**config.mk**
```make
export PLATFORM = sky130hd
export DESIGN_NAME = lcd_capture
export DESIGN_NICKNAME = d
export VERILOG_FILES = /design/src/rtl/lcd_pkg.sv /design/src/rtl/lcd_edge_sync.sv /design/src/rtl/lcd_capture.sv
export SDC_FILE = /design/constraint.sdc
export NUM_CORES = 1
export LEC_CHECK = 0
export CAP_MARGIN = 20
export CORE_ASPECT_RATIO = 1.2
export CORE_MARGIN = 2
export CORE_UTILIZATION = 50
export CTS_CLUSTER_SIZE = 40
export DETAILED_ROUTE_END_ITERATION = 8
export DONT_BUFFER_PORTS = 1
export PLACE_DENSITY = 0.64
export SLEW_MARGIN = 20
export SYNTH_ARGS = -nofsm -noshare
export SYNTH_HDL_FRONTEND = slang
export SYNTH_HIERARCHICAL = 1
export SYNTH_SLANG_ARGS = --single-unit
export TNS_END_PERCENT = 30
```
**constraint.sdc**
```tcl
create_clock -name clk -period 3.5 [get_ports clk]
set_clock_uncertainty 0.2 [all_clocks]
set_input_delay 0.35 -clock clk [delete_from_list [all_inputs] [get_ports clk]]
set_output_delay 0.35 -clock clk [all_outputs]
set_load 0.1 [all_outputs]
```
**src/rtl/lcd_pkg.sv**
```systemverilog
`timescale 1ns/1ps
`default_nettype none
// ============================================================================
// Module      : lcd_pkg
// Description : Shared geometry constants, capture state encoding and the
//               framebuffer row-base helper for the LCD capture block.
// Revision    : 1.0 - initial release
// ============================================================================
package lcd_pkg;

  // Panel geometry: 160x144 pixels, 2 bits per pixel, 4 pixels per byte.
  localparam int LCD_W   = 160;
  localparam int LCD_H   = 144;
  localparam int LCD_BPL = 40;
  localparam int FB_AW   = 13;

  typedef enum logic [1:0] {
    WAIT_FRAME = 2'd0,
    LINE_GAP   = 2'd1,
    ACTIVE     = 2'd2
  } cap_state_t;

  // y*40 as two shifted adds, kept at framebuffer address width.
  function automatic logic [FB_AW-1:0] row_base(input logic [7:0] y);
    logic [FB_AW-1:0] yw;
    yw = {{(FB_AW-8){1'b0}}, y};
    return (yw << 5) + (yw << 3);
  endfunction

endpackage
`default_nettype wire

```
**src/rtl/lcd_edge_sync.sv**
```systemverilog
`timescale 1ns/1ps
`default_nettype none
// ============================================================================
// Module      : lcd_edge_sync
// Description : Two-flop synchroniser for one asynchronous LCD strobe followed
//               by a third flop that turns the chosen transition into a
//               single-clk pulse.
// Revision    : 1.0 - initial release
// ============================================================================
module lcd_edge_sync #(
  parameter bit FALLING = 1'b0
) (
  input  logic clk,
  input  logic nreset,
  input  logic din,
  output logic pulse
);

  // sh[0], sh[1] form the synchroniser; sh[2] holds the previous synced level.
  logic [2:0] sh;

  // Shift the raw input through the synchroniser and history flop.
  always_ff @(posedge clk or negedge nreset) begin
    if (!nreset) begin
      sh <= 3'b000;
    end else begin
      sh <= {sh[1:0], din};
    end
  end

  generate
    if (FALLING) begin : g_fall
      assign pulse = ~sh[1] & sh[2];
    end else begin : g_rise
      assign pulse = sh[1] & ~sh[2];
    end
  endgenerate

endmodule
`default_nettype wire

```
**src/rtl/lcd_capture.sv**
```systemverilog
`timescale 1ns/1ps
`default_nettype none
// ============================================================================
// Module      : lcd_capture
// Description : Captures a 160x144 2bpp LCD pixel stream (cp/st/s strobes and
//               active-low data lines) into byte writes for a framebuffer,
//               four pixels per byte, with line/frame abort detection.
// Revision    : 1.0 - initial release
// ============================================================================
module lcd_capture
  import lcd_pkg::*;
(
  input  logic             clk,
  input  logic             nreset,
  input  logic             cp,
  input  logic             st,
  input  logic             s,
  input  logic             nld0,
  input  logic             nld1,
  output logic             fb_we,
  output logic [FB_AW-1:0] fb_addr,
  output logic [7:0]       fb_wdata,
  output logic             frame_done,
  output logic             line_err,
  output logic             frame_err,
  output logic             in_frame
);

  localparam logic [7:0] X_LAST = 8'(LCD_W - 1);
  localparam logic [7:0] Y_END  = 8'(LCD_H);

  // --------------------------------------------------------------------------
  // Strobe synchronisers and edge detectors
  // --------------------------------------------------------------------------
  logic cp_fall;
  logic st_rise;
  logic s_rise;

  lcd_edge_sync #(.FALLING(1'b1)) u_cp_sync (
    .clk    (clk),
    .nreset (nreset),
    .din    (cp),
    .pulse  (cp_fall)
  );

  lcd_edge_sync #(.FALLING(1'b0)) u_st_sync (
    .clk    (clk),
    .nreset (nreset),
    .din    (st),
    .pulse  (st_rise)
  );

  lcd_edge_sync #(.FALLING(1'b0)) u_s_sync (
    .clk    (clk),
    .nreset (nreset),
    .din    (s),
    .pulse  (s_rise)
  );

  // --------------------------------------------------------------------------
  // Data-line synchroniser: same two-flop depth as the strobes so the value
  // at stage two lines up with the cycle in which the cp fall is seen.
  // --------------------------------------------------------------------------
  logic [1:0] nld_s1;
  logic [1:0] nld_s2;
  logic [1:0] pix;

  // Two-flop synchroniser for {nld1, nld0}.
  always_ff @(posedge clk or negedge nreset) begin
    if (!nreset) begin
      nld_s1 <= 2'b00;
      nld_s2 <= 2'b00;
    end else begin
      nld_s1 <= {nld1, nld0};
      nld_s2 <= nld_s1;
    end
  end

  assign pix = ~nld_s2;

  // --------------------------------------------------------------------------
  // Capture state and datapath registers
  // --------------------------------------------------------------------------
  cap_state_t       state, state_n;
  logic [7:0]       x, x_n;
  logic [7:0]       y, y_n;
  logic [5:0]       sr, sr_n;        // first three pixels of the current group
  logic             we_n;
  logic [FB_AW-1:0] addr_n;
  logic [7:0]       wdata_n;
  logic             done_n;
  logic             lerr_n;
  logic             ferr_n;
  logic             in_frame_n;
  logic [7:0]       y_inc;

  // State and datapath register bank; reset drops any partial line.
  always_ff @(posedge clk or negedge nreset) begin
    if (!nreset) begin
      state      <= WAIT_FRAME;
      x          <= 8'd0;
      y          <= 8'd0;
      sr         <= 6'd0;
      fb_we      <= 1'b0;
      fb_addr    <= '0;
      fb_wdata   <= 8'd0;
      frame_done <= 1'b0;
      line_err   <= 1'b0;
      frame_err  <= 1'b0;
      in_frame   <= 1'b0;
    end else begin
      state      <= state_n;
      x          <= x_n;
      y          <= y_n;
      sr         <= sr_n;
      fb_we      <= we_n;
      fb_addr    <= addr_n;
      fb_wdata   <= wdata_n;
      frame_done <= done_n;
      line_err   <= lerr_n;
      frame_err  <= ferr_n;
      in_frame   <= in_frame_n;
    end
  end

  // Next-state and output decode. Priority is s, then st, then cp: a frame
  // start wins over everything, and a cp fall that coincides with a strobe
  // is dropped because the strobe redefines the position it would land at.
  always_comb begin
    state_n    = state;
    x_n        = x;
    y_n        = y;
    sr_n       = sr;
    we_n       = 1'b0;
    addr_n     = fb_addr;
    wdata_n    = fb_wdata;
    done_n     = 1'b0;
    lerr_n     = 1'b0;
    ferr_n     = 1'b0;
    in_frame_n = in_frame;
    y_inc      = y + 8'd1;

    if (s_rise) begin
      // Only a frame that has actually produced pixels counts as aborted.
      ferr_n     = in_frame && ((y != 8'd0) || (state == ACTIVE));
      y_n        = 8'd0;
      x_n        = 8'd0;
      sr_n       = 6'd0;
      in_frame_n = 1'b1;
      // A coincident st opens line 0 straight away.
      state_n    = st_rise ? ACTIVE : LINE_GAP;
    end else if (st_rise) begin
      case (state)
        LINE_GAP: begin
          x_n     = 8'd0;
          sr_n    = 6'd0;
          state_n = ACTIVE;
        end
        ACTIVE: begin
          // Restart the same row; the partial byte is never written.
          if (x != 8'd0) begin
            lerr_n = 1'b1;
            x_n    = 8'd0;
            sr_n   = 6'd0;
          end
        end
        default: begin
        end
      endcase
    end else if (cp_fall && (state == ACTIVE)) begin
      sr_n = {sr[3:0], pix};
      if (x[1:0] == 2'd3) begin
        we_n    = 1'b1;
        addr_n  = row_base(y) + {{(FB_AW-6){1'b0}}, x[7:2]};
        wdata_n = {sr, pix};
      end
      x_n = x + 8'd1;
      if (x == X_LAST) begin
        y_n = y_inc;
        if (y_inc == Y_END) begin
          done_n     = 1'b1;
          in_frame_n = 1'b0;
          state_n    = WAIT_FRAME;
        end else begin
          state_n    = LINE_GAP;
        end
      end
    end
  end

endmodule
`default_nettype wire

```
### Yosys cells after proc, flatten, opt, wreduce, memory -nomap -nowiden

Cells that the tools add are included.

* logic and storage cells: 93
* input bits: 7
* output and inout port bits: 26
* register bits after elaboration: 63

* equal/unequal tests: 9
* bitwise operators: 9
* $add $sub $neg: 4
* mux-type cells: 40
* reductions and logical operators: 15

Operator list (number)
* $mux W8: 8
* $mux W6: 4
* $mux W1: 20
* $add A8 B1 Y8 const B: 2
* $eq A8 B8 Y1 const B: 2
* $pmux W8 S2: 1
* $reduce_bool A8 Y1: 2
* $add A13 B11 Y13: 1
* $add A13 B6 Y13: 1
* $mux W2: 6
* $pmux W6 S2: 1
* $reduce_and A3 Y1: 3
* $reduce_and A4 Y1: 2
* $reduce_bool A2 Y1: 3
* $reduce_bool A3 Y1: 2
* $not A1 Y1: 5
* $eq A2 B2 Y1 const B: 2
* $ne A4 B1 Y1 const B: 1
* $ne A4 B3 Y1 const B: 1
* $and A1 B1 Y1: 3
* $ne A3 B1 Y1 const B: 1
* $eq A2 B1 Y1 const B: 1
* $logic_and A1 B1 Y1: 2
* $ne A2 B1 Y1 const B: 1
* 2 further kinds: 2

### Depth between registers and ports, before layout

Gate-level depths: netlist of run 1.

* word-level depth: 7
* depth in mapped cells: 9
* gate-level depth less buffers: 9

### Modules after synthesis

Netlist of run 1, hierarchy kept.

Modules (own cells, without submodules)
* lcd_capture: area each 2862.7 um^2, seq. area each 1351.3 um^2, instances 1, cells an instance 268
* lcd_edge_sync: area each 88.8 um^2, seq. area each 75.1 um^2, instances 3, cells an instance 4

### Worst setup path before layout of run 1

Ideal clock, no wire load.

* path type: register -> register
* start point: register y[0]
* end point: register fb_addr[9]
* cell stages (with the launch flop): 10
* slack: 0.982 ns
* period minus slack after synthesis: 2.518 ns
* setup time: 0.135 ns
* path buffers: 0
* data arrival time: 2.183 ns
* required time: 3.165 ns
* cell sequence: dfrtp_1 -> inv_1 -> fa_1 -> inv_1 -> ha_1 -> a211oi_1 -> o21bai_1 -> a21oi_1 -> xor2_1 -> o21ai_0

* word-level cells in the longest chain between the ends: 2

RTL lines
* from (decl): line lcd_capture.sv:86 `logic [7:0] y, y_n;`
* from (signal assigned): line lcd_capture.sv:114 `y <= y_n;`
* $add A13 B11 Y13: line lcd_pkg.sv:27 `return (yw << 5) + (yw << 3);`
* $add A13 B6 Y13: line lcd_capture.sv:174 `addr_n = row_base(y) + {{(FB_AW-6){1'b0}}, x[7:2]};`
* to (signal assigned): line lcd_capture.sv:117 `fb_addr <= addr_n;`
* to (decl): line lcd_capture.sv:21 `output logic [FB_AW-1:0] fb_addr,`

No other way between the ends.
A chain may end at the register's enable or synchronous reset.

### Worst setup path after layout of run 1

Same ends and word-level chain as after synthesis.

==> summary.json, run 1 <==
{
  "place": {
    "final_weighted_congestion_in_routability_driven_placement": 0.8263,
    "detailedPlace.worstSlack_ns": 0.8245,
    "placed_cells_incl_taps": 351,
    "io_buffer_count": 0,
    "placed_area_um2": 3183,
    "place_hpwl_um": 3731
  },
  "setup_path": {
    "critical_path_class": "reg2reg",
    "arrival_ns": 2.69,
    "startpoint_type": "register",
    "critical_path.max_fanout": 6,
    "worstSetupEndpointType": "register",
    "worst_ep_required_time_ns": 3.53,
    "ff2ff_setup_slack_ns": 0.84
  },
  "clock_tree": {
    "clock_tree.buffer_depth": 2,
    "cts_buffers": 9,
    "clock_tree.htree_level_count": 3,
    "clkLatencyLatePin_ns": 0.34,
    "tritoncts": "done",
    "cts_hold_buffers": 7,
    "path_clk_slew_ns": 0.08,
    "ctsResizeCount": 0,
    "postCtsSetupRepairBufs": 0,
    "clock_sinks": 63,
    "clock_tree.root_cell": "sky130_fd_sc_hd__clkbuf_8"
  },
  "power_and_ir_drop": {
    "power.share.combinational_pct": 5.7,
    "p_per_area_nw_per_um2": 411.2,
    "sw_share_pct": 26.85,
    "p_total_mw": 1.418,
    "sequentialPowerShare_pct": 53.5,
    "net_switching_power_uw": 380.9,
    "leakagePower_nw": 1.686,
    "ir_drop_mv": 0.3193,
    "intPower_mw": 1.038,
    "power.share.clock_pct": 40.8
  },
  "drt": {
    "routed_wirelength_um": 5562,
    "final_antenna_violating_net_count": 0,
    "wire_per_inst_um": 14.87,
    "drt_pre_antenna_iters": 5,
    "drc": 0,
    "dr_total_vias": 2047,
    "detailedRoute.firstIterationViolations": 100,
    "vias_per_cell": 5.473
  },
  "sta": {
    "worst_slew_margin_rel_pct": 38.37,
    "hold_violations": 0,
    "finalCritPeriodShare_pct": 76.04,
    "final_critical_path_setup_slack_ns": 0.8385,
    "timing.setup.tns_ns": 0,
    "rsz0062_at_grt": "false",
    "worst_slew_pin_slew_ns": 0.9244,
    "final_period_minus_worst_setup_slack_ns": 2.661,
    "fmaxAchievable_ghz": 0.3757,
    "final-max-slew-violation-count": 0,
    "report.final.setup_viol": 0
  },
  "status": {
    "run_status": "complete, no violations"
  },
  "yosys": {
    "most_instantiated_cells_after_synthesis": "sky130_fd_sc_hd__dfrtp_1, sky130_fd_sc_hd__ha_1, sky130_fd_sc_hd__nand2_1, sky130_fd_sc_hd__o21ai_0, sky130_fd_sc_hd__nor2_1",
    "postSynthCellCount": 280,
    "avgSynthCellArea_um2": 11.18,
    "post-synth-top-area-cell": "sky130_fd_sc_hd__dfrtp_1",
    "synth_area_leaders": "sky130_fd_sc_hd__dfrtp_1, sky130_fd_sc_hd__ha_1, sky130_fd_sc_hd__mux2_2",
    "synth-seq-cells": 63,
    "synth_sequential_area_ratio_pct": 50.38,
    "synth_top_flop_cell": "sky130_fd_sc_hd__dfrtp_1",
    "synthMostInstantiatedCell": "sky130_fd_sc_hd__dfrtp_1",
    "syn-cell-area_um2": 3129,
    "synth_top_cell_area_share_pct": 50.38,
    "synth-edff-count": 0,
    "postSynthNetCount": 310,
    "netlist-cell-type-count": 54,
    "ys_warn_count": 6,
    "synthArstFlopShare_pct": 100.0
  },
  "floorplanning": {
    "fp.dieArea_um2": 6910,
    "die_width_um": 76.22,
    "initial_core_utilization_pct": 51.72,
    "fp.coreArea_um2": 6051,
    "num_io_pins": 33,
    "die_h_um": 90.66,
    "row_count": 31
  },
  "finish": {
    "layout-area-overhead-vs-synth_pct": 10.24,
    "final_net_count": 317,
    "finalNonFillerCells": 374,
    "num_antenna_cells": 0,
    "design_area_um2": 3450,
    "fill_cells": 547,
    "post_route_cells_drive_above_1_share_pct": 13.36
  },
  "hold_path": {
    "hold_crit_class": "reg2reg"
  },
  "global_route": {
    "first_pass_grt_wire_length_um": 9984,
    "gr-total-overflow": 0,
    "groute.usage.overall_pct": 18.41,
    "number_of_global_route_vias_before_repair": 2038,
    "grt_max_degree": 64,
    "antenna_found_initial": 0
  },
  "job": {
    "max-cap-violations": 0
  }
}
through the flow:
stage / util [%] / hold WS (ns)
global placement: 52.61 / -0.1442
detailed placement: 52.61 / -0.1443
CTS: 57.01 / 0.1530
finish: 57.01 / 0.1483
global route: 57.01 / 0.1561
floorplan: - / -0.1456
metal layers:
metal	global-route usage (%)	share of wire, %	vias up
met5	0	0	-
met3	3.400	2.9	14
met4	10.76	2.7	0
met1	22.21	43	1003
met2	30.75	52	32
li1	-	-	998
critical path, stage by stage (launching register included):
cell and delay [ns]:
sky130_fd_sc_hd__dfrtp_1 0.45, sky130_fd_sc_hd__inv_1 0.13, sky130_fd_sc_hd__fa_1 0.62, sky130_fd_sc_hd__inv_1 0.06
sky130_fd_sc_hd__ha_1 0.30, sky130_fd_sc_hd__a211oi_1 0.28, sky130_fd_sc_hd__o21bai_1 0.11, sky130_fd_sc_hd__a21oi_1 0.17
sky130_fd_sc_hd__xor2_1 0.14, sky130_fd_sc_hd__o21ai_0 0.08
state kept, by name, summed over array words and instances (netlist names):
name / cells
state: 2
u_s_sync/sh: 3
nld_s2: 2
fb_addr: 13
fb_wdata: 8
frame_err: 1
fb_we: 1
x: 8
sr: 6
y: 8
u_st_sync/sh: 3
frame_done: 1
nld_s1: 2
line_err: 1
in_frame: 1
u_cp_sync/sh: 3
cells in the final DEF, fill, tap and decap left out, types with 4 or more instances in the layout:
cell                            instances
sky130_fd_sc_hd__nand3_1                6
sky130_fd_sc_hd__inv_1                 17
sky130_fd_sc_hd__dlygate4sd3_1          6
sky130_fd_sc_hd__a21oi_1                8
sky130_fd_sc_hd__and3_1                 5
sky130_fd_sc_hd__ha_1                  21
sky130_fd_sc_hd__a22o_1                 5
sky130_fd_sc_hd__dfrtp_1               63
sky130_fd_sc_hd__nand2b_1               5
sky130_fd_sc_hd__mux2_2                 9
sky130_fd_sc_hd__xnor2_1                4
sky130_fd_sc_hd__o21ai_0               20
sky130_fd_sc_hd__a31oi_1                4
sky130_fd_sc_hd__xor2_1                10
sky130_fd_sc_hd__a21o_1                 4
sky130_fd_sc_hd__nor2_1                19
sky130_fd_sc_hd__nand2_1               20
sky130_fd_sc_hd__nand4_1                4
sky130_fd_sc_hd__clkbuf_8               9
area by class of cell:
cell class / count / area [um^2] / area share, %
sequential: 63 / 1577 / 45.70
clock inverter: 7 / 55.05 / 1.596
clock buffer: 9 / 123.9 / 3.591
multi-input combinational: 188 / 1433 / 41.53
timing repair buffer: 8 / 95.09 / 2.757
tap: 82 / 102.6 / 2.974
inverter: 17 / 63.81 / 1.850
power groups by stage:
| stage | combinational [mW] | sequential (mW) | clock (mW) |
|---|---|---|---|
| CTS | 0.0837 | 0.759 | 0.595 |
| floorplan | 0.0508 | 0.770 | 0 |
| finish | 0.0810 | 0.758 | 0.579 |
| global route | 0.0962 | 0.761 | 0.624 |
| detailed placement | 0.0597 | 0.773 | 0 |
| global placement | 0.0593 | 0.773 | 0 |
worst paths after layout:
| kind | start | to | cells after the start |
|---|---|---|---|
| setup / recovery | y[0] | fb_addr[9] | 9 |
| hold / removal | u_cp_sync/sh[0] | u_cp_sync/sh[1] | 0 |
| setup reg to reg | y[0] | fb_addr[9] | 9 |
| hold reg to reg | u_cp_sync/sh[0] | u_cp_sync/sh[1] | 0 |
| max in group asynchronous | nreset | u_cp_sync/sh[2] | 2 |
| min in group asynchronous | nreset | fb_addr[12] | 2 |
cells by family (layout without fill, tap and decap cells):
| logic type | Yosys count | after routing | synth area share [%] |
|---|---|---|---|
| AND/OR/NAND/NOR | 82 | 82 | 15.79 |
| flip-flops | 63 | 63 | 50.38 |
| AO/OA/AOI/OAI | 58 | 58 | 12.44 |
| buffers and inverters | 29 | 41 | 3.838 |
| adder cells (fa/ha/maj) | 23 | 23 | 9.676 |
| XOR/XNOR | 14 | 14 | 3.918 |
| multiplexers | 11 | 11 | 3.958 |
Power figures use the tool's default switching activity.
==> run 2, diff against run 1 <==
Clock period 3.5 ns to 2.45 ns, I/O delays scaled along.
==> run 2 against run 1 <==
Against the previous run: flip-flop and latch count stayed put; count of clock-buffer cells in the layout stayed put; clock power is 90% higher; worst setup slack worse by 0.73 ns; core utilization is 4.8 points higher; worst hold slack better by 0.00089 ns; via count is 3.8% higher; register-to-register slack worse by 0.73 ns; combinational power is 57% higher; global-route usage is 0.32 points higher; maximum frequency is 13% higher; sequential share of layout area is 3.6 points lower; highest routed layer unchanged.
==> summary.json, run 2 (synthesis gave the netlist of run 1 again) <==
{
  "drt": {
    "wire_per_inst": {"value": 14.51, "unit": "um", "change": "was 14.87 um"},
    "drc": {"value": 0, "change": "unchanged"},
    "dr_total_vias": {"value": 2125, "change": "was 2,047"},
    "detailedRoute.firstIterationViolations": {"value": 68, "change": "was 100"},
    "vias_per_cell": {"value": 5.299, "change": "was 5.473"},
    "routed_wirelength": {"value": 5820, "unit": "um", "change": "was 5562 um"},
    "final_antenna_violating_net_count": {"value": 0, "change": "unchanged"},
    "drt_pre_antenna_iters": {"value": 4, "change": "was 5"}
  },
  "global_route": {
    "grt_max_degree": {"value": 64, "change": "unchanged"},
    "groute.usage.overall": {"value": 18.73, "unit": "%", "change": "was 18.41%"},
    "antenna_found_initial": {"value": 0, "change": "unchanged"},
    "gr-total-overflow": {"value": 0, "change": "unchanged"},
    "number_of_global_route_vias_before_repair": {"value": 2217, "change": "was 2,038"},
    "first_pass_grt_wire_length": {"value": 10230, "unit": "um", "change": "was 9984 um"}
  },
  "finish": {
    "mostFrequentLayoutCells": {"value": "sky130_fd_sc_hd__dfrtp_1, sky130_fd_sc_hd__buf_4, sky130_fd_sc_hd__nand2_1, sky130_fd_sc_hd__ha_1", "change": "was sky130_fd_sc_hd__dfrtp_1, sky130_fd_sc_hd__ha_1, sky130_fd_sc_hd__nand2_1, sky130_fd_sc_hd__o21ai_0, sky130_fd_sc_hd__nor2_1"},
    "layout_commonest_cell": {"value": "sky130_fd_sc_hd__dfrtp_1", "change": "unchanged"},
    "num_antenna_cells": {"value": 0, "change": "unchanged"},
    "multi_input_comb_area": {"value": 1456, "unit": "um^2", "change": "was 1433 um^2"},
    "post_route_cells_drive_above_1_share": {"value": 22.26, "unit": "%", "change": "was 13.36%"},
    "fill_cells": {"value": 533, "change": "was 547"},
    "seq_area": {"value": 1577, "unit": "um^2", "change": "unchanged"},
    "number_of_flip_flops_in_the_largest_register": {"value": 13, "change": "unchanged"},
    "finalNonFillerCells": {"value": 401, "change": "was 374"},
    "layout-area-overhead-vs-synth": {"value": 19.59, "unit": "%", "change": "was 10.24%"},
    "final_net_count": {"value": 344, "change": "was 317"},
    "top_register": {"value": "fb_addr", "change": "unchanged"}
  },
  "setup_path": {
    "worst_path_dominant_cell_family": {"value": "adder cells", "change": "unchanged"},
    "cp_num_buf_inv": {"value": 1, "change": "was 2"},
    "ff2ff_setup_slack": {"value": 0.10, "unit": "ns", "change": "was 0.84 ns"},
    "startpoint_type": {"value": "register", "change": "unchanged"},
    "critical_path_class": {"value": "reg2reg", "change": "unchanged"},
    "reg2reg_depth": {"value": 8, "change": "was 9"},
    "worstSetupEndpointType": {"value": "register", "change": "unchanged"},
    "critical_path_cell_count": {"value": 8, "change": "was 9"},
    "arrival": {"value": 2.42, "unit": "ns", "change": "was 2.69 ns"},
    "r2r_start": {"value": "y[2]", "change": "was y[0]"},
    "regToRegEndpoint": {"value": "fb_addr[12]", "change": "was fb_addr[9]"},
    "worst_ep_required_time": {"value": 2.53, "unit": "ns", "change": "was 3.53 ns"},
    "critical_path.max_fanout": {"value": 2, "change": "was 6"},
    "cpMaxStageDelayCell": {"value": "sky130_fd_sc_hd__fa_1", "change": "unchanged"},
    "worstPathCellList": {"value": "inv_1 > fa_1 > fa_2 > nand2b_1 > a21oi_2 > o21ai_0 > xor2_1 > o21ai_1", "change": "was inv_1 > fa_1 > inv_1 > ha_1 > a211oi_1 > o21bai_1 > a21oi_1 > xor2_1 > o21ai_0"},
    "cp_slowest_stage_delay": {"value": 0.47, "unit": "ns", "change": "was 0.62 ns"}
  },
  "power_and_ir_drop": {
    "p_total": {"value": 2.300, "unit": "mW", "change": "was 1.418 mW"},
    "ir_drop": {"value": 0.3996, "unit": "mV", "change": "was 0.3193 mV"},
    "p_per_area": {"value": 614.6, "unit": "nW/um^2", "change": "was 411.2 nW/um^2"},
    "leakagePower": {"value": 1.863, "unit": "nW", "change": "was 1.686 nW"}
  },
  "floorplanning": {
    "row_count": {"value": 31, "change": "unchanged"},
    "initial_core_utilization": {"value": 51.72, "unit": "%", "change": "unchanged"},
    "die_h": {"value": 90.66, "unit": "um", "change": "unchanged"},
    "num_io_pins": {"value": 33, "change": "unchanged"},
    "fp.dieArea": {"value": 6910, "unit": "um^2", "change": "unchanged"},
    "fp.coreArea": {"value": 6051, "unit": "um^2", "change": "unchanged"},
    "die_width": {"value": 76.22, "unit": "um", "change": "unchanged"}
  },
  "place": {
    "final_weighted_congestion_in_routability_driven_placement": {"value": 0.8881, "change": "was 0.8263"},
    "placed_cells_incl_taps": {"value": 378, "change": "was 351"},
    "place_hpwl": {"value": 4047, "unit": "um", "change": "was 3731 um"},
    "detailedPlace.worstSlack": {"value": -0.01252, "unit": "ns", "change": "was 0.8245 ns"},
    "io_buffer_count": {"value": 0, "change": "unchanged"}
  },
  "sta": {
    "final-max-slew-violation-count": {"value": 0, "change": "unchanged"},
    "worst_slew_pin_slew": {"value": 0.9075, "unit": "ns", "change": "was 0.9244 ns"},
    "final_period_minus_worst_setup_slack": {"value": 2.346, "unit": "ns", "change": "was 2.661 ns"},
    "finalCritPeriodShare": {"value": 95.76, "unit": "%", "change": "was 76.04%"},
    "rsz0062_at_grt": {"value": "true", "change": "was false"},
    "final_critical_path_setup_slack": {"value": 0.1039, "unit": "ns", "change": "was 0.8385 ns"},
    "report.final.setup_viol": {"value": 0, "change": "unchanged"},
    "fmaxAchievable": {"value": 0.4262, "unit": "GHz", "change": "was 0.3757 GHz"},
    "worst_slew_margin_rel": {"value": 39.50, "unit": "%", "change": "was 38.37%"},
    "timing.setup.tns": {"value": 0, "unit": "ns", "change": "unchanged"},
    "hold_violations": {"value": 0, "change": "unchanged"}
  },
  "hold_path": {
    "min_delay_path_depth": {"value": 0, "change": "unchanged"},
    "min-delay-start": {"value": "nld_s1[0]", "change": "was u_cp_sync/sh[0]"},
    "hold_end": {"value": "nld_s2[0]", "change": "was u_cp_sync/sh[1]"},
    "hold_crit_class": {"value": "reg2reg", "change": "unchanged"}
  },
  "clock_tree": {
    "path_clk_slew": {"value": 0.08, "unit": "ns", "change": "about the same"},
    "cts_buffers": {"value": 9, "change": "unchanged"},
    "clock_sinks": {"value": 63, "change": "unchanged"},
    "clock_tree.root_cell": {"value": "sky130_fd_sc_hd__clkbuf_8", "change": "unchanged"},
    "clock_tree.htree_level_count": {"value": 3, "change": "unchanged"},
    "clkLatencyLatePin": {"value": 0.34, "unit": "ns", "change": "about the same"},
    "tritoncts": {"value": "done", "change": "unchanged"},
    "clock_tree.buffer_depth": {"value": 2, "change": "unchanged"}
  },
  "job": {
    "max-cap-violations": {"value": 0, "change": "unchanged"}
  },
  "status": {
    "run_status": {"value": "complete, no violations", "change": "unchanged"}
  }
}
## run 2: cell count changes in the layout (fill, tap and decap cells not counted), sizes merged
cell	delta
inv	-3
buf	+27
clkinvlp	-2
bufinv	+3
clkinv	+2
## run 2: area by class of cell
type                       count  share of cell area, %
clock inverter                 7                  3.243
multi-input combinational    188                  38.92
inverter                      17                  1.705
timing repair buffer          35                  7.957
clock buffer                   9                  3.310
sequential                    63                  42.13
tap                           82                  2.742
## run 2: stage by stage
step           area (um^2)  hold WS, ns  utilization (%)
6_report              3742       0.1492            61.85
5_1_grt               3742       0.1557            61.85
4_1_cts               3727       0.1516            61.60
3_5_place_dp          3391      -0.2492            56.04
3_3_place_gp          3391      -0.2490            56.04
2_1_floorplan         3134      -0.2506                -
## run 2: worst max path at each step
stage                  end  from  slack [ns]
6_report       fb_addr[12]  y[2]        0.10
5_1_grt        fb_addr[12]  y[2]       -0.04
4_1_cts         fb_addr[9]  x[7]       0.003
3_5_place_dp   fb_addr[12]  y[2]       -0.01
3_3_place_gp    fb_addr[9]  x[7]        0.04
2_1_floorplan   fb_addr[9]  y[2]       0.005
## run 2: repair_timing
item                                    CTS  global route
pin swaps                                 1             4
gates cloned                              0             0
resized for setup                         1             3
endpoints found under the setup margin    1             4
hold buffers                              7             0
setup buffers                             0             0
endpoints found under the hold margin    68             0
## run 2: layer usage
| layer | part of all wire [%] | global-route usage [%] | vias up | wire length, um |
|---|---|---|---|---|
| li1 | - | - | 1054 | - |
| met2 | 53 | 32.37 | 40 | 3091 |
| met3 | 3.0 | 4.100 | 8 | 177 |
| met4 | 1.9 | 10.15 | 0 | 110 |
| met1 | 42 | 21.54 | 1023 | 2440 |
| met5 | 0 | 0 | - | 0 |
## run 2: power by group
part / total [mW] / leakage (nW) / internal [mW] / switching (mW)
Combinational: 0.127 / 0.900 / 0.0455 / 0.0810
Sequential: 1.08 / 0.840 / 1.06 / 0.0148
Clock: 1.10 / 0.123 / 0.679 / 0.418
Total: 2.30 / 1.86 / 1.79 / 0.513
==> run 3, diff against run 2 <==
Settings changed: GPL_TIMING_DRIVEN set to 0.
==> run 3 against run 2 <==
Against the previous run: worst hold slack gained 0.0043 ns; register-to-register slack lost 0.05 ns; count of clock-buffer cells in the layout is the same; worst setup slack lost 0.053 ns; final area shrank 2.2%; critical path type unchanged; die area is the same; maximum frequency shrank 2.2%; core utilization shrank 1.4 points; largest cell class unchanged; highest routed layer unchanged.
==> summary.json, run 3 (synthesis gave the netlist of run 1 again) <==
{
  "status": {
    "run_status": {"value": "complete, no violations", "change": "unchanged"}
  },
  "clock_tree": {
    "clock_tree.htree_level_count": {"value": 3, "change": "unchanged"},
    "tritoncts": {"value": "done", "change": "unchanged"},
    "clock_sinks": {"value": 63, "change": "unchanged"},
    "clock_tree.root_cell": {"value": "sky130_fd_sc_hd__clkbuf_8", "change": "unchanged"},
    "cts_buffers": {"value": 9, "change": "unchanged"},
    "path_clk_slew": {"value": 0.08, "unit": "ns", "change": "about the same"},
    "clock_tree.buffer_depth": {"value": 2, "change": "unchanged"},
    "clkLatencyLatePin": {"value": 0.34, "unit": "ns", "change": "about the same"}
  },
  "sta": {
    "finalCritPeriodShare": {"value": 97.94, "unit": "%", "change": "was 95.76%"},
    "rsz0062_at_grt": {"value": "true", "change": "unchanged"},
    "final-max-slew-violation-count": {"value": 0, "change": "unchanged"},
    "worst_slew_margin_rel": {"value": 38.57, "unit": "%", "change": "was 39.50%"},
    "hold_violations": {"value": 0, "change": "unchanged"},
    "worst_slew_pin_slew": {"value": 0.9214, "unit": "ns", "change": "was 0.9075 ns"},
    "final_period_minus_worst_setup_slack": {"value": 2.400, "unit": "ns", "change": "was 2.346 ns"},
    "fmaxAchievable": {"value": 0.4167, "unit": "GHz", "change": "was 0.4262 GHz"},
    "report.final.setup_viol": {"value": 0, "change": "unchanged"}
  },
  "setup_path": {
    "arrival": {"value": 2.42, "unit": "ns", "change": "about the same"},
    "worst_ep_required_time": {"value": 2.47, "unit": "ns", "change": "was 2.53 ns"},
    "worstSetupEndpointType": {"value": "register", "change": "unchanged"},
    "startpoint_type": {"value": "register", "change": "unchanged"},
    "critical_path.max_fanout": {"value": 3, "change": "was 2"},
    "critical_path_class": {"value": "reg2reg", "change": "unchanged"}
  },
  "global_route": {
    "number_of_global_route_vias_before_repair": {"value": 2166, "change": "was 2,217"},
    "gr-total-overflow": {"value": 0, "change": "unchanged"},
    "grt_max_degree": {"value": 64, "change": "unchanged"},
    "groute.usage.overall": {"value": 18.45, "unit": "%", "change": "was 18.73%"},
    "first_pass_grt_wire_length": {"value": 10150, "unit": "um", "change": "was 10,230 um"},
    "antenna_found_initial": {"value": 0, "change": "unchanged"}
  },
  "finish": {
    "postLayoutCoreUtil": {"value": 60.48, "unit": "%", "change": "was 61.85%"},
    "layout-area-overhead-vs-synth": {"value": 16.95, "unit": "%", "change": "was 19.59%"},
    "number_of_flip_flops_in_the_largest_register": {"value": 13, "change": "unchanged"},
    "multi_input_comb_area": {"value": 1518, "unit": "um^2", "change": "was 1456 um^2"},
    "num_antenna_cells": {"value": 0, "change": "unchanged"},
    "fill_cells": {"value": 519, "change": "was 533"},
    "seq_area": {"value": 1585, "unit": "um^2", "change": "was 1577 um^2"},
    "top_register": {"value": "fb_addr", "change": "unchanged"},
    "final_net_count": {"value": 334, "change": "was 344"},
    "post_route_cells_drive_above_1_share": {"value": 23.62, "unit": "%", "change": "was 22.26%"},
    "layout_commonest_cell": {"value": "sky130_fd_sc_hd__dfrtp_1", "change": "unchanged"},
    "mostFrequentLayoutCells": {"value": "sky130_fd_sc_hd__dfrtp_1, sky130_fd_sc_hd__nand2_1, sky130_fd_sc_hd__nor2_1", "change": "was sky130_fd_sc_hd__dfrtp_1, sky130_fd_sc_hd__buf_4, sky130_fd_sc_hd__nand2_1, sky130_fd_sc_hd__ha_1"}
  },
  "floorplanning": {
    "num_io_pins": {"value": 33, "change": "unchanged"},
    "initial_core_utilization": {"value": 51.72, "unit": "%", "change": "unchanged"},
    "row_count": {"value": 31, "change": "unchanged"},
    "fp.dieArea": {"value": 6910, "unit": "um^2", "change": "unchanged"},
    "die_h": {"value": 90.66, "unit": "um", "change": "unchanged"},
    "fp.coreArea": {"value": 6051, "unit": "um^2", "change": "unchanged"},
    "die_width": {"value": 76.22, "unit": "um", "change": "unchanged"}
  },
  "power_and_ir_drop": {
    "p_total": {"value": 2.131, "unit": "mW", "change": "was 2.300 mW"},
    "leakagePower": {"value": 1.747, "unit": "nW", "change": "was 1.863 nW"},
    "p_per_area": {"value": 582.2, "unit": "nW/um^2", "change": "was 614.6 nW/um^2"},
    "ir_drop": {"value": 0.5678, "unit": "mV", "change": "was 0.3996 mV"}
  },
  "drt": {
    "met1Wirelength": {"value": 2620, "unit": "um", "change": "was 2440 um"},
    "drt_pre_antenna_iters": {"value": 5, "change": "was 4"},
    "dr_total_vias": {"value": 2106, "change": "was 2,125"},
    "met2RoutedLength": {"value": 3066, "unit": "um", "change": "was 3091 um"},
    "wire_per_inst": {"value": 15.17, "unit": "um", "change": "was 14.51 um"},
    "vias_per_cell": {"value": 5.386, "change": "was 5.299"},
    "highest-signal-layer": {"value": "met4", "change": "unchanged"},
    "final_antenna_violating_net_count": {"value": 0, "change": "unchanged"},
    "routed_wirelength": {"value": 5931, "unit": "um", "change": "was 5820 um"},
    "met3_length": {"value": 172, "unit": "um", "change": "was 177 um"},
    "drc": {"value": 0, "change": "unchanged"},
    "detailedRoute.firstIterationViolations": {"value": 104, "change": "was 68"}
  },
  "place": {
    "place_hpwl": {"value": 3964, "unit": "um", "change": "was 4047 um"},
    "io_buffer_count": {"value": 0, "change": "unchanged"},
    "final_weighted_congestion_in_routability_driven_placement": {"value": 0.8469, "change": "was 0.8881"}
  },
  "job": {
    "max-cap-violations": {"value": 0, "change": "unchanged"}
  },
  "hold_path": {
    "hold_crit_class": {"value": "reg2reg", "change": "unchanged"}
  }
}
[run 3: worst paths after layout]
check                           startpoint  slack (ns)               to  depth (start not counted)
max in group asynchronous           nreset        1.51             y[6]                          2
hold / removal             u_cp_sync/sh[0]        0.15  u_cp_sync/sh[1]                          0
setup reg to reg                      y[0]        0.05      fb_addr[12]                          8
min in group asynchronous           nreset        0.25      fb_addr[10]                          2
setup / recovery                      y[0]        0.05      fb_addr[12]                          8
hold reg to reg            u_cp_sync/sh[0]        0.15  u_cp_sync/sh[1]                          0
[run 3: per-layer routing]
layer / up-vias / track usage [%]
li1: 1033 / -
met1: 1037 / 22.30
met2: 30 / 31.42
met3: 6 / 4.200
met4: 0 / 8.182
met5: - / 0
[run 3: stage by stage]
step	instances	area [um^2]	setup TNS (ns)	worst slack [ns]	hold WS, ns
3_5_place_dp	362	3237	-1.192	-0.3962	-0.2494
4_1_cts	391	3611	0	0.006636	0.1541
5_1_grt	391	3660	-0.04400	-0.02806	0.1607
2_1_floorplan	280	3134	0	0.005100	-0.2506
3_3_place_gp	362	3237	-1.004	-0.3408	-0.2494
6_report	391	3660	0	0.05047	0.1536
[run 3: cell type report]
class,instances,share of cell area [%]
inverter,17,1.744
sequential,63,43.32
multi-input combinational,188,41.47
clock inverter,7,2.120
tap,82,2.803
timing repair buffer,13,3.624
buffer,12,1.538
clock buffer,9,3.385
[run 3: power breakdown]
part	total [mW]	leakage [nW]	switching, mW	internal [mW]
Combinational	0.123	0.818	0.0760	0.0472
Sequential	1.08	0.828	0.0209	1.06
Clock	0.925	0.101	0.443	0.482
[run 3: worst max-delay path: stages, from the launching register on]
cell and delay [ns]:
sky130_fd_sc_hd__dfrtp_2 0.41, sky130_fd_sc_hd__inv_2 0.09, sky130_fd_sc_hd__fa_2 0.46, sky130_fd_sc_hd__fa_2 0.38, sky130_fd_sc_hd__nand2b_4 0.16, sky130_fd_sc_hd__a21oi_2 0.16, sky130_fd_sc_hd__o21ai_1 0.10, sky130_fd_sc_hd__xor2_1 0.23
sky130_fd_sc_hd__o21ai_1 0.09
[run 3: timing repair]
action	in CTS	in global routing
buffers inserted	6	0
hold buffers	7	0
hold endpoints to repair	68	0
endpoints found under the setup margin	6	3
gates resized for setup	15	12
pin swaps	5	9
